--- src/rtl/noc_pkg.sv ---
`default_nettype none
// ============================================================================
// Module      : noc_pkg
// Description : Shared NoC types: flit type codes, port indices, router FSM
//               states and the XY routing function.
// Revision    : 1.0 - initial release
// ============================================================================
package noc_pkg;

  typedef logic [1:0] flit_type_t;

  localparam flit_type_t FLIT_HEAD      = 2'b10;
  localparam flit_type_t FLIT_BODY      = 2'b00;
  localparam flit_type_t FLIT_TAIL      = 2'b01;
  localparam flit_type_t FLIT_HEAD_TAIL = 2'b11;

  localparam int unsigned PORT_LOCAL = 0;
  localparam int unsigned PORT_WEST  = 1;
  localparam int unsigned PORT_NORTH = 2;
  localparam int unsigned PORT_EAST  = 3;
  localparam int unsigned PORT_SOUTH = 4;
  localparam int unsigned NUM_PORTS  = 5;

  // Widest coordinate that fits twice into a 16-bit head payload.
  localparam int unsigned MAX_COORD_W = 8;
  typedef logic [MAX_COORD_W-1:0] coord_t;

  typedef enum logic [0:0] {
    ST_IDLE   = 1'b0,
    ST_ROUTED = 1'b1
  } buf_state_t;

  // Dimension-ordered routing: resolve X first, then Y, else deliver locally.
  function automatic logic [NUM_PORTS-1:0] xy_route(input coord_t dst_x,
                                                    input coord_t dst_y,
                                                    input coord_t x_id,
                                                    input coord_t y_id);
    logic [NUM_PORTS-1:0] r;
    r = '0;
    if (dst_x > x_id)      r[PORT_EAST]  = 1'b1;
    else if (dst_x < x_id) r[PORT_WEST]  = 1'b1;
    else if (dst_y > y_id) r[PORT_NORTH] = 1'b1;
    else if (dst_y < y_id) r[PORT_SOUTH] = 1'b1;
    else                   r[PORT_LOCAL] = 1'b1;
    return r;
  endfunction

endpackage
`default_nettype wire

--- src/rtl/noc_sync_fifo.sv ---
`default_nettype none
// ============================================================================
// Module      : noc_sync_fifo
// Description : Synchronous FIFO with extra-MSB pointers, registered head.
// Revision    : 1.0 - initial release
// ============================================================================
module noc_sync_fifo #(
  parameter int unsigned DATA_WIDTH = 18,
  parameter int unsigned DEPTH      = 4
) (
  input  logic                  clk,
  input  logic                  rst,
  input  logic                  push_i,
  input  logic [DATA_WIDTH-1:0] data_i,
  input  logic                  pop_i,
  output logic [DATA_WIDTH-1:0] data_o,
  output logic                  full_o,
  output logic                  empty_o
);

  localparam int unsigned AW = $clog2(DEPTH);
  localparam logic [AW:0] c_ptr_one = 1;

  logic [AW:0]           wptr_q;
  logic [AW:0]           rptr_q;
  logic [DATA_WIDTH-1:0] mem_q [DEPTH];
  logic                  w_push;
  logic                  w_pop;

  assign w_push  = push_i && !full_o;
  assign w_pop   = pop_i && !empty_o;
  assign empty_o = (wptr_q == rptr_q);
  assign full_o  = (wptr_q[AW] != rptr_q[AW]) &&
                   (wptr_q[AW-1:0] == rptr_q[AW-1:0]);
  assign data_o  = mem_q[rptr_q[AW-1:0]];

  always_ff @(posedge clk) begin
    if (rst) begin
      wptr_q <= '0;
      rptr_q <= '0;
    end else begin
      if (w_push) wptr_q <= wptr_q + c_ptr_one;
      if (w_pop)  rptr_q <= rptr_q + c_ptr_one;
    end
  end

  // Storage needs no reset: empty pointers hide stale contents.
  always_ff @(posedge clk) begin
    if (w_push) mem_q[wptr_q[AW-1:0]] <= data_i;
  end

endmodule
`default_nettype wire

--- src/rtl/noc_input_buffer.sv ---
`default_nettype none
// ============================================================================
// Module      : noc_input_buffer
// Description : Router input port: flit FIFO, XY route computation and
//               per-packet route request. Optional statistics counters are
//               enabled by defining NOC_INPUT_BUFFER_STATS_EN.
// Revision    : 1.0 - initial release
// ============================================================================
module noc_input_buffer
  import noc_pkg::*;
#(
  parameter int unsigned DATA_WIDTH = 18,
  parameter int unsigned DEPTH      = 4,
  parameter int unsigned COORD_W    = 4,
  parameter int unsigned X_ID       = 0,
  parameter int unsigned Y_ID       = 0
) (
  input  logic                  clk,
  input  logic                  rst,
  input  logic                  in_req,
  input  logic [DATA_WIDTH-1:0] in_data,
  output logic                  in_ack,
  output logic                  out_req,
  output logic [DATA_WIDTH-1:0] out_data,
  input  logic                  out_ack,
  output logic [4:0]            route_req
`ifdef NOC_INPUT_BUFFER_STATS_EN
  ,
  output logic [15:0]           flit_cnt,
  output logic [7:0]            drop_cnt
`endif
);

  localparam logic [COORD_W-1:0] c_x_id = COORD_W'(X_ID);
  localparam logic [COORD_W-1:0] c_y_id = COORD_W'(Y_ID);

  buf_state_t            state_q, state_d;
  logic [4:0]            route_q, route_d;
  logic [DATA_WIDTH-1:0] w_head;
  logic                  w_full;
  logic                  w_empty;
  logic                  w_push;
  logic                  w_pop;
  flit_type_t            w_head_type;
  logic                  w_is_head;
  logic                  w_is_tail;
  logic [COORD_W-1:0]    w_dst_x;
  logic [COORD_W-1:0]    w_dst_y;

  // Acceptance depends on registered occupancy only, never on out_ack.
  assign in_ack = !w_full && !rst;
  assign w_push = in_req && in_ack;

  noc_sync_fifo #(
    .DATA_WIDTH (DATA_WIDTH),
    .DEPTH      (DEPTH)
  ) u_fifo (
    .clk     (clk),
    .rst     (rst),
    .push_i  (w_push),
    .data_i  (in_data),
    .pop_i   (w_pop),
    .data_o  (w_head),
    .full_o  (w_full),
    .empty_o (w_empty)
  );

  assign w_head_type = w_head[DATA_WIDTH-1 -: 2];
  assign w_is_head   = w_head_type[1];
  assign w_is_tail   = w_head_type[0];
  assign w_dst_x     = w_head[2*COORD_W-1 -: COORD_W];
  assign w_dst_y     = w_head[COORD_W-1:0];
  assign out_data    = w_head;
  assign route_req   = route_q;

  always_ff @(posedge clk) begin
    if (rst) begin
      state_q <= ST_IDLE;
      route_q <= '0;
    end else begin
      state_q <= state_d;
      route_q <= route_d;
    end
  end

  always_comb begin
    state_d = state_q;
    route_d = route_q;
    out_req = 1'b0;
    w_pop   = 1'b0;
    case (state_q)
      ST_IDLE: begin
        if (!w_empty) begin
          if (w_is_head) begin
            route_d = xy_route(coord_t'(w_dst_x), coord_t'(w_dst_y),
                               coord_t'(c_x_id), coord_t'(c_y_id));
            state_d = ST_ROUTED;
          end else begin
            // Body/tail without a preceding head cannot be routed.
            w_pop = 1'b1;
          end
        end
      end
      ST_ROUTED: begin
        out_req = !w_empty;
        if (out_req && out_ack) begin
          w_pop = 1'b1;
          if (w_is_tail) begin
            route_d = '0;
            state_d = ST_IDLE;
          end
        end
      end
      default: begin
        state_d = ST_IDLE;
        route_d = '0;
      end
    endcase
  end

`ifdef NOC_INPUT_BUFFER_STATS_EN
  logic [15:0] flit_cnt_q;
  logic [7:0]  drop_cnt_q;

  always_ff @(posedge clk) begin
    if (rst) begin
      flit_cnt_q <= '0;
      drop_cnt_q <= '0;
    end else begin
      if (w_pop && (state_q == ST_ROUTED)) flit_cnt_q <= flit_cnt_q + 16'd1;
      if (w_pop && (state_q == ST_IDLE) && (drop_cnt_q != 8'hFF))
        drop_cnt_q <= drop_cnt_q + 8'd1;
    end
  end

  assign flit_cnt = flit_cnt_q;
  assign drop_cnt = drop_cnt_q;
`else
  // Statistics counters are not built.
`endif

endmodule
`default_nettype wire

--- config.mk ---
export PLATFORM = sky130hd
export DESIGN_NAME = noc_input_buffer
export DESIGN_NICKNAME = d
export VERILOG_FILES = /design/src/rtl/noc_pkg.sv /design/src/rtl/noc_sync_fifo.sv /design/src/rtl/noc_input_buffer.sv
export SDC_FILE = /design/constraint.sdc
export NUM_CORES = 1
export LEC_CHECK = 0
export ABC_CLOCK_PERIOD_IN_PS = 1800
export CAP_MARGIN = 40
export CELL_PAD_IN_SITES_DETAIL_PLACEMENT = 1
export CELL_PAD_IN_SITES_GLOBAL_PLACEMENT = 1
export CORE_ASPECT_RATIO = 0.75
export CORE_MARGIN = 2
export CORE_UTILIZATION = 35
export DETAILED_ROUTE_END_ITERATION = 6
export PLACE_DENSITY_LB_ADDON = 0.1
export SYNTH_ARGS = -nofsm -noshare
export SYNTH_HDL_FRONTEND = slang
export SYNTH_SLANG_ARGS = --single-unit
--- constraint.sdc ---
create_clock -name clk -period 1.8 [get_ports clk]
set_input_delay 0.45 -clock clk [delete_from_list [all_inputs] [get_ports clk]]
set_output_delay 0.45 -clock clk [all_outputs]
set_load 0.03 [all_outputs]
# --- Yosys cells after proc, flatten, opt, wreduce, memory -nomap -nowiden ---
# Memories as Yosys holds them, arrays and structs flattened. A register that Yosys moved wholly into a read port is not among the register bits.
# Index checks and enable logic that the tools add are counted.
# Widths: inputs -> output; s select.
word_totals:
  reg_bits: 12
  latch_bits: 0
  ramBits: 72
  mem_bits_ro: 0
  inputBits: 22
  out_inout_bits: 25
  wordCells: 51
  n_memories: 1
mem_list:
  columns: ["memory", "depth", "width", "rd", "rd_clocked_by_memory_dff", "write_ports", "line", "source"]
  rows:
  - ["u_fifo.mem_q", 4, 18, 1, 1, 1, "noc_sync_fifo.sv:26", "logic [DATA_WIDTH-1:0] mem_q [DEPTH];"]
op_classes:
  n_addsub: 2
  mul: 0
  n_div: 0
  n_lt_le_gt_ge: 2
  n_eq_ne: 7
  shift: 0
  mux: 24
  bitwise_logic: 1
  n_reduce_logical: 10
ops:
  columns: ["op", "n"]
  rows:
  - ["$mux 5", 4]
  - ["$mux 1", 15]
  - ["$pmux 5 s2", 1]
  - ["$gt 4x1->1 const B", 2]
  - ["$add 3x1->3 const B", 2]
  - ["$logic_and 1x1->1", 6]
  - ["$ne 2x2->1 const B", 3]
  - ["$mux 2", 2]
  - ["$pmux 1 s2", 2]
  - ["$reduce_and 4->1", 1]
  - ["$eq 3x3->1", 1]
  - ["$logic_not 1->1", 3]
  - ["$eq 2x2->1", 1]
  - ["$ne 2x1->1 const B", 1]
  - ["$ne 1x1->1", 1]
  - ["$not 1->1", 1]

# --- Logic depth before layout (Yosys ltp) ---
# Gate-level depths: netlist (run 1).
depth:
  ltp_word: 8
  mapped_depth: 5
  ltp_nobuf: 4

# --- Modules after synthesis ---
# Synthesis (run 1) repeated with hierarchy kept, for this count alone.
unflattened:
  cells_unflattened: 192
  hier_area_um2: 3408.3
by_module_without_submodules:
  columns: ["module", "instances", "cells_each", "area_per_inst_um2", "seq_area_each_um2"]
  rows:
  - ["noc_sync_fifo", 1, 162, 3170.5, 2322.2]
  - ["noc_input_buffer", 1, 30, 237.7, 80.1]

# --- Worst setup path after synthesis (run 1) ---
# No wires, ideal clock.
synth_timing:
  kind: "reg2reg"
  startpoint: "reg u_fifo.wptr_q[0]"
  endpoint: "mem u_fifo.mem_q[3][0] (enable)"
  setup_time_ns: 0.378
  arrival_ns: 1.481
  required_ns: 1.422
  path_slack_ns: -0.059
  path_stages_with_launch: 4
  path_buffers: 0
  period_less_slack_ns: 1.859
  path_cell_list: "dfxtp_1 > xor2_1 > o311a_1 > and2_1"
synth_between:
  elab_chain_len: 8
synth_rtl:
  columns: ["item", "line", "source"]
  rows:
  - ["from (decl)", "noc_sync_fifo.sv:24", "logic [AW:0] wptr_q;"]
  - ["from (signal assigned)", "noc_sync_fifo.sv:42", "if (w_push) wptr_q <= wptr_q + c_ptr_one;"]
  - ["$eq 2x2->1", "noc_sync_fifo.sv:34", "(wptr_q[AW-1:0] == rptr_q[AW-1:0]);"]
  - ["$logic_and 1x1->1", "noc_sync_fifo.sv:33", "assign full_o = (wptr_q[AW] != rptr_q[AW]) &&"]
  - ["$logic_not 1->1", "noc_sync_fifo.sv:30, noc_input_buffer.sv:51", null]
  - ["$logic_and 1x1->1", "noc_input_buffer.sv:51", "assign in_ack = !w_full && !rst;"]
  - ["$logic_and 1x1->1", "noc_input_buffer.sv:52", "assign w_push = in_req && in_ack;"]
  - ["$logic_and 1x1->1", "noc_sync_fifo.sv:30", "assign w_push = push_i && !full_o;"]
  - ["$mux 1", "noc_sync_fifo.sv:49", "if (w_push) mem_q[wptr_q[AW-1:0]] <= data_i;"]
  - ["$mux 1 (not written as such)", "noc_sync_fifo.sv:49", null]
  - ["to (decl)", "noc_sync_fifo.sv:26", null]
# Several ways; a longest one is shown, not always the timed one.

==> run_results.csv, run 1 <==
group,metric,value,unit
finish,areaGrowthSynthToFinish,46.73,%
synth,synth_cells,179,
hold_path,hp-class,"register to register",
placement,gp_congestion,0.6979,
sta,finalCriticalPeriod,2.109,ns
detailed_routing,drc_errors,0,
floorplanning,initial_core_util,35.44,%
detailed_routing,wl_per_cell,18.60,µm
floorplanning,core_area,9542,µm²
outcome,run_status,"complete, but fails checks",
sta,period_share,117.2,%
synth,synth_ff_type,"edfxtp_1",
detailed_routing,route.final.wire_length,7.738,mm
synth,yosysTopAreaCellShare,63.93,%
grt,grt_max_degree,19,
synth,yosys_warnings,0,
detailed_routing,drtAntennaViolNets,0,
detailed_routing,drt-initial-drc-count,72,
grt,grt_pass1_wl,11.79,mm
clock_network,cts_sinks,84,
power_and_ir_drop,power_density,1332,nW/µm²
synth,synth_common_cells,"edfxtp_1 (72), dfxtp_1 (12), mux4_1 (8), mux4_2 (8), inv_1 (6)",
grt,grt.total_usage,15.27,%
grt,gr-total-overflow,0,
synth,ys_types,39,
floorplanning,fp.dieH,89.13,µm
detailed_routing,viasPerCell,4.695,
sta,setup_viol,28,
synth,synth_top_cell_by_area,"edfxtp_1",
worst_setup_path,crit_arrival,1.66,ns
synth,yosys-top-cells-area,"edfxtp_1 (64%), dfxtp_1 (7.1%), mux4_1 (6.2%)",
finish,nNetsFinal,306,
synth,synth_edf_count,72,
synth,syn_area,3382,µm²
sta,fin_ws,-0.3090,ns
synth,yosysSeqAreaShare,71.03,%
worst_setup_path,cp.required,1.35,ns
finish,drive_above_1_share,49.65,%
detailed_routing,num_vias,1953,
worst_setup_path,cp-start-kind,"register",
clock_network,clkLatencyLatePin,0.33,ns
placement,port-buffer-count,44,
sta,skew,0.003958,ns
synth,yosysMostFrequentCell,"edfxtp_1",
detailed_routing,detail_route.first_pass.iterations,6,
sta,hold_viol,0,
clock_network,cts_buffers,9,
flow_run,drv_cap,0,
power_and_ir_drop,leakage,1.780,nW
sta,final_max_slew_viol_count,0,
worst_setup_path,critPathSlowestCell,"mux4_2",
synth,synthArstFlopShare,0,%
worst_setup_path,path_buf_inv,3,
sta,clock.fmax,474.2,MHz
worst_setup_path,critPathMaxStageDelay,0.54,ns
worst_setup_path,path_cells,"buf_12 > clkbuf_16 > mux4_2 > buf_6",
synth,ys_ff_latch,84,
clock_network,postCtsHoldBufs,0,
clock_network,cts_tree,"yes",
sta,fin_setup_tns,-6.040,ns
placement,post-place-ws,-0.3708,ns
floorplanning,fp.dieArea,10470,µm²
clock_network,htree_levels,3,
power_and_ir_drop,ir_drop,632.6,µV
worst_setup_path,crit_path_end_kind,"primary output",
clock_network,clock_path_buffers,2,
grt,antenna_found_initial,0,
synth,avgSynthCellArea,18.89,µm²
floorplanning,die_w,117.5,µm
floorplanning,boundaryPins,47,
floorplanning,rows,31,
clock_network,cts_root_buf,"clkbuf_16",
placement,hpwlAfterDp,5.078,mm
outcome,failed_checks,"setup timing",
finish,antenna_cells,0,
worst_setup_path,crit_type,"register to primary output",
clock_network,clkTransAtPathRegs,0.06,ns
worst_setup_path,critPathMaxFanout,6,
sta,rsz0062_at_grt,"yes",
grt,grt_pass1_vias,2194,
worst_setup_path,crit_family,"multiplexers",
-- logic make-up after synthesis --
| family | Yosys count | share of synthesized area, % |
|---|---|---|
| AO/OA/AOI/OAI | 17 | 3.774 |
| XOR/XNOR | 5 | 1.295 |
| adder cells (fa/ha/maj) | 5 | 1.850 |
| buffers and inverters | 13 | 2.182 |
| flip-flops | 84 | 71.03 |
| multiplexers | 24 | 14.61 |
| other | 1 | 0.1109 |
| AND/OR/NAND/NOR | 30 | 5.143 |
-- power breakdown --
part	switching, mW	internal [mW]
clock	0.726	1.08
sequential	0.0657	2.22
combinational	1.17	1.34
-- layout by cell type, fill, tap and decap left out, types with 2 or more instances in the layout --
| cell | n |
|---|---|
| nand2_1 | 4 |
| buf_4 | 35 |
| mux2_4 | 6 |
| dlygate4sd2_1 | 2 |
| or3_4 | 2 |
| nor3_1 | 2 |
| a21oi_2 | 2 |
| buf_12 | 9 |
| nor4_4 | 2 |
| dfxtp_1 | 7 |
| inv_1 | 6 |
| buf_6 | 26 |
| nor2b_1 | 3 |
| clkinv_4 | 2 |
| clkdlybuf4s50_1 | 21 |
| nor2_1 | 4 |
| conb_1 | 2 |
| edfxtp_1 | 72 |
| ha_1 | 5 |
| and2_2 | 4 |
| a21oi_4 | 2 |
| dfxtp_2 | 4 |
| xor2_1 | 2 |
| clkinvlp_4 | 2 |
| o32ai_2 | 3 |
| mux4_2 | 15 |
| clkbuf_16 | 10 |
-- flip-flops by register name, indices dropped and copies added, names as in the netlist, named ones only --
register and cells:
u_fifo.wptr_q 3, u_fifo.mem_q 72, state_q 1, u_fifo.rptr_q 3, route_req 3
-- layer usage --
| layer | vias to the layer above | wire length (µm) | share of wire (%) | GRT usage [%] |
|---|---|---|---|---|
| li1 | 913 | - | - | - |
| met1 | 1002 | 3197 | 41 | 17.67 |
| met2 | 34 | 4272 | 55 | 28.71 |
| met3 | 4 | 226 | 2.9 | 3.890 |
| met4 | 0 | 41 | 0.53 | 4.491 |
| met5 | - | 0 | 0 | 0 |
-- final timing paths --
path / startpoint / endpoint / slack, ns / cells after the start
setup / recovery: register / out_data[4] / -0.31 / 4
hold / removal: route_req[0] / route_req[0] / 0.48 / 2
setup reg to reg: register / route_req[3] / -0.21 / 7
hold reg to reg: route_req[0] / route_req[0] / 0.48 / 2
-- through the flow --
stage	area, µm²	cells	hold WS, ns	util (%)	power (mW)
after floorplan	3401	180	0.4773	-	3.392
after detailed placement	4330	387	0.4872	45.38	4.258
after CTS	4806	411	0.4919	50.37	6.420
after global placement	4330	387	0.4732	45.38	4.212
after global routing	4962	416	0.5009	52.01	6.912
final	4962	416	0.4831	52.01	6.611
-- final cells by class --
cell class / instances / area, µm²
fillers: 920 / 4579
flip-flops and latches: 84 / 2411
multi-input cells: 83 / 1061
repair buffers: 95 / 1001
clock buffers: 9 / 225.2
well taps: 132 / 165.2
clock inverters: 7 / 76.32
inverters: 6 / 22.52
-- worst register-to-register path, stage by stage (launching register included) --
cell and delay (ns):
dfxtp_4 0.36, buf_12 0.11, clkbuf_16 0.15, mux4_2 0.54, buf_6 0.15, nor4_4 0.35, a211o_2 0.17, o32ai_2 0.06
-- timing repair --
| item | 4_1_cts | 5_1_grt |
|---|---|---|
| gates resized for setup | 146 | 19 |
| pin swaps | 9 | 8 |
| gates cloned | 0 | 1 |
| buffers inserted | 9 | 4 |
| setup endpoints to repair | 30 | 30 |
Note: power is estimated with default switching activity, not from simulation.
==> inputs of run 2 (changes only) <==
- CORE_UTILIZATION: 35 -> 42
- CTS_BUF_LIST: not set -> sky130_fd_sc_hd__clkbuf_4 sky130_fd_sc_hd__clkbuf_8 sky130_fd_sc_hd__clkbuf_16
- SETUP_SLACK_MARGIN: not set -> 0.02
==> run_results.csv, run 2 (synthesis gave the netlist of run 1 again) <==
group,metric,value,unit
outcome,run_status,"complete, but fails checks",
outcome,failed_checks,"setup timing",
finish,drive_above_1_share,50.70,%
flow_run,drv_cap,0,
grt,antenna_found_initial,0,
floorplanning,fp.dieH,81.72,µm
detailed_routing,drc_errors,0,
worst_setup_path,reg2reg_depth,7,
detailed_routing,drt-initial-drc-count,85,
worst_setup_path,rrSetupSlack,-0.26,ns
detailed_routing,detail_route.first_pass.iterations,4,
hold_path,min-delay-start,"route_req[3]",
floorplanning,core_area,7848,µm²
clock_network,cts_buffers,9,
worst_setup_path,crit_arrival,1.71,ns
sta,finalCriticalPeriod,2.156,ns
grt,grt_max_degree,17,
floorplanning,die_w,107.6,µm
sta,skew,0.009271,ns
hold_path,whs_endpoint,"route_req[3]",
finish,fillerInstances,715,
detailed_routing,num_vias,2001,
clock_network,clkTransAtPathRegs,0.09,ns
placement,hpwlAfterDp,5.119,mm
sta,period_share,119.8,%
finish,nNetsFinal,308,
finish,largest_reg_flops,72,
worst_setup_path,cp-start-kind,"register",
sta,final_max_slew_viol_count,0,
detailed_routing,wl_per_cell,19.89,µm
grt,grt.total_usage,18.71,%
clock_network,cts_tree,"yes",
detailed_routing,viasPerCell,5.118,
grt,grt_use_met3,4.683,%
worst_setup_path,cp.required,1.35,ns
clock_network,cts_sinks,84,
clock_network,htree_levels,3,
detailed_routing,drtAntennaViolNets,0,
finish,areaGrowthSynthToFinish,41.29,%
worst_setup_path,path_cells,"buf_8 > buf_6 > mux2_4 > mux2_4 > buf_6",
placement,post-place-ws,-0.3585,ns
finish,final_cell_mix,"edfxtp_1 (72), buf_4 (39), buf_6 (24), clkdlybuf4s50_1 (21), mux4_2 (16)",
placement,gp_congestion,0.7648,
hold_path,holdPathStages,2,
worst_setup_path,critPathMaxStageDelay,0.38,ns
clock_network,postCtsHoldBufs,0,
worst_setup_path,r2r_end,"route_req[0]",
floorplanning,rows,28,
worst_setup_path,critPathMaxFanout,6,
sta,clock.fmax,463.7,MHz
power_and_ir_drop,leakage,1.709,nW
sta,hold_viol,0,
power_and_ir_drop,ir_drop,634.7,µV
sta,fin_ws,-0.3564,ns
placement,port-buffer-count,44,
detailed_routing,route.final.wire_length,7.778,mm
grt,globalRoute.busiestLayer,"met2",
clock_network,cts_root_buf,"clkbuf_8",
grt,use_met2,31.89,%
floorplanning,fp.dieArea,8794,µm²
grt,grtUsageMet1,23.72,%
finish,final_common_cell,"edfxtp_1",
floorplanning,initial_core_util,43.10,%
worst_setup_path,critPathSlowestCell,"dfxtp_4",
finish,antenna_cells,0,
hold_path,hp-class,"register to register",
worst_setup_path,crit_type,"register to primary output",
grt,gr-total-overflow,0,
clock_network,clkLatencyLatePin,0.35,ns
grt,grt_pass1_wl,11.83,mm
clock_network,clock_path_buffers,2,
power_and_ir_drop,power_density,1244,nW/µm²
floorplanning,boundaryPins,47,
sta,setup_viol,28,
power_and_ir_drop,power,5.942,mW
worst_setup_path,crit_path_end_kind,"primary output",
sta,rsz0062_at_grt,"yes",
grt,grt_pass1_vias,2195,
-- run 2: cell types whose count changed in the layout (fill, tap and decap cells not counted), moves of 2 or more --
cell       previous run  this run
buf_4                35        39
clkbuf_16            10         0
dfxtp_2               4         6
clkbuf_8              0         9
a21oi_4               2         0
dfxtp_1               7         5
a21oi_2               2         4
inv_8                 0         2
buf_6                26        24
-- run 2: what timing repair did --
item,4_1_cts,5_1_grt
pin swaps,9,7
gates resized for setup,149,23
endpoints found under the setup margin,31,70
gates cloned,1,0
hold endpoints to repair,0,0
setup buffers,10,3
-- run 2: final cells by class --
| cell class | count | area (µm²) | area share (%) |
|---|---|---|---|
| Clock buffer | 9 | 123.9 | 2.592 |
| Inverter | 6 | 22.52 | 0.4713 |
| Timing Repair Buffer | 97 | 994.7 | 20.82 |
| Tap cell | 105 | 131.4 | 2.749 |
| Multi-Input combinational cell | 83 | 1031 | 21.58 |
| Clock inverter | 7 | 61.31 | 1.283 |
| Sequential cell | 84 | 2414 | 50.51 |
-- run 2: per-stage QoR --
step	hold WS, ns	setup TNS [ns]	instance area [µm²]	util, %	cells
floorplan	0.4773	0	3405	-	180
global placement	0.4862	-14.20	4347	55.39	363
detailed placement	0.4750	-19.82	4347	55.39	363
CTS	0.4878	-7.175	4730	60.27	390
global route	0.5262	-7.558	4778	60.89	391
finish	0.4875	-6.089	4778	60.89	391
-- run 2: worst max-delay path by stage --
| stage | from | to |
|---|---|---|
| detailed placement | register | out_data[15] |
| floorplan | register | route_req[3] |
| global route | register | out_data[16] |
| CTS | register | out_data[16] |
| global placement | register | out_data[14] |
| finish | register | out_data[17] |
-- run 2: report_power, final --
group          switching (mW)  internal (mW)
clock                   0.739          0.525
combinational            1.14           1.26
sequential             0.0662           2.22
-- run 2: worst max-delay path: cells and delay by family (launching register included) --
family / cells / cell delay (ns)
buffers and inverters: 3 / 0.38
flip-flops: 1 / 0.38
multiplexers: 2 / 0.60
-- run 2: routing by layer --
metal  share of wire, %  vias up
met2                 52       43
met1                 42     1033
met3                4.0        8
met4                1.4        0
met5                  0        -
li1                   -      917
==> inputs of run 3 (changes only) <==
- HOLD_SLACK_MARGIN: not set -> 0.02
==> results of run 3 <==
Final layout, timing and power as in run 2 (identical DEF).
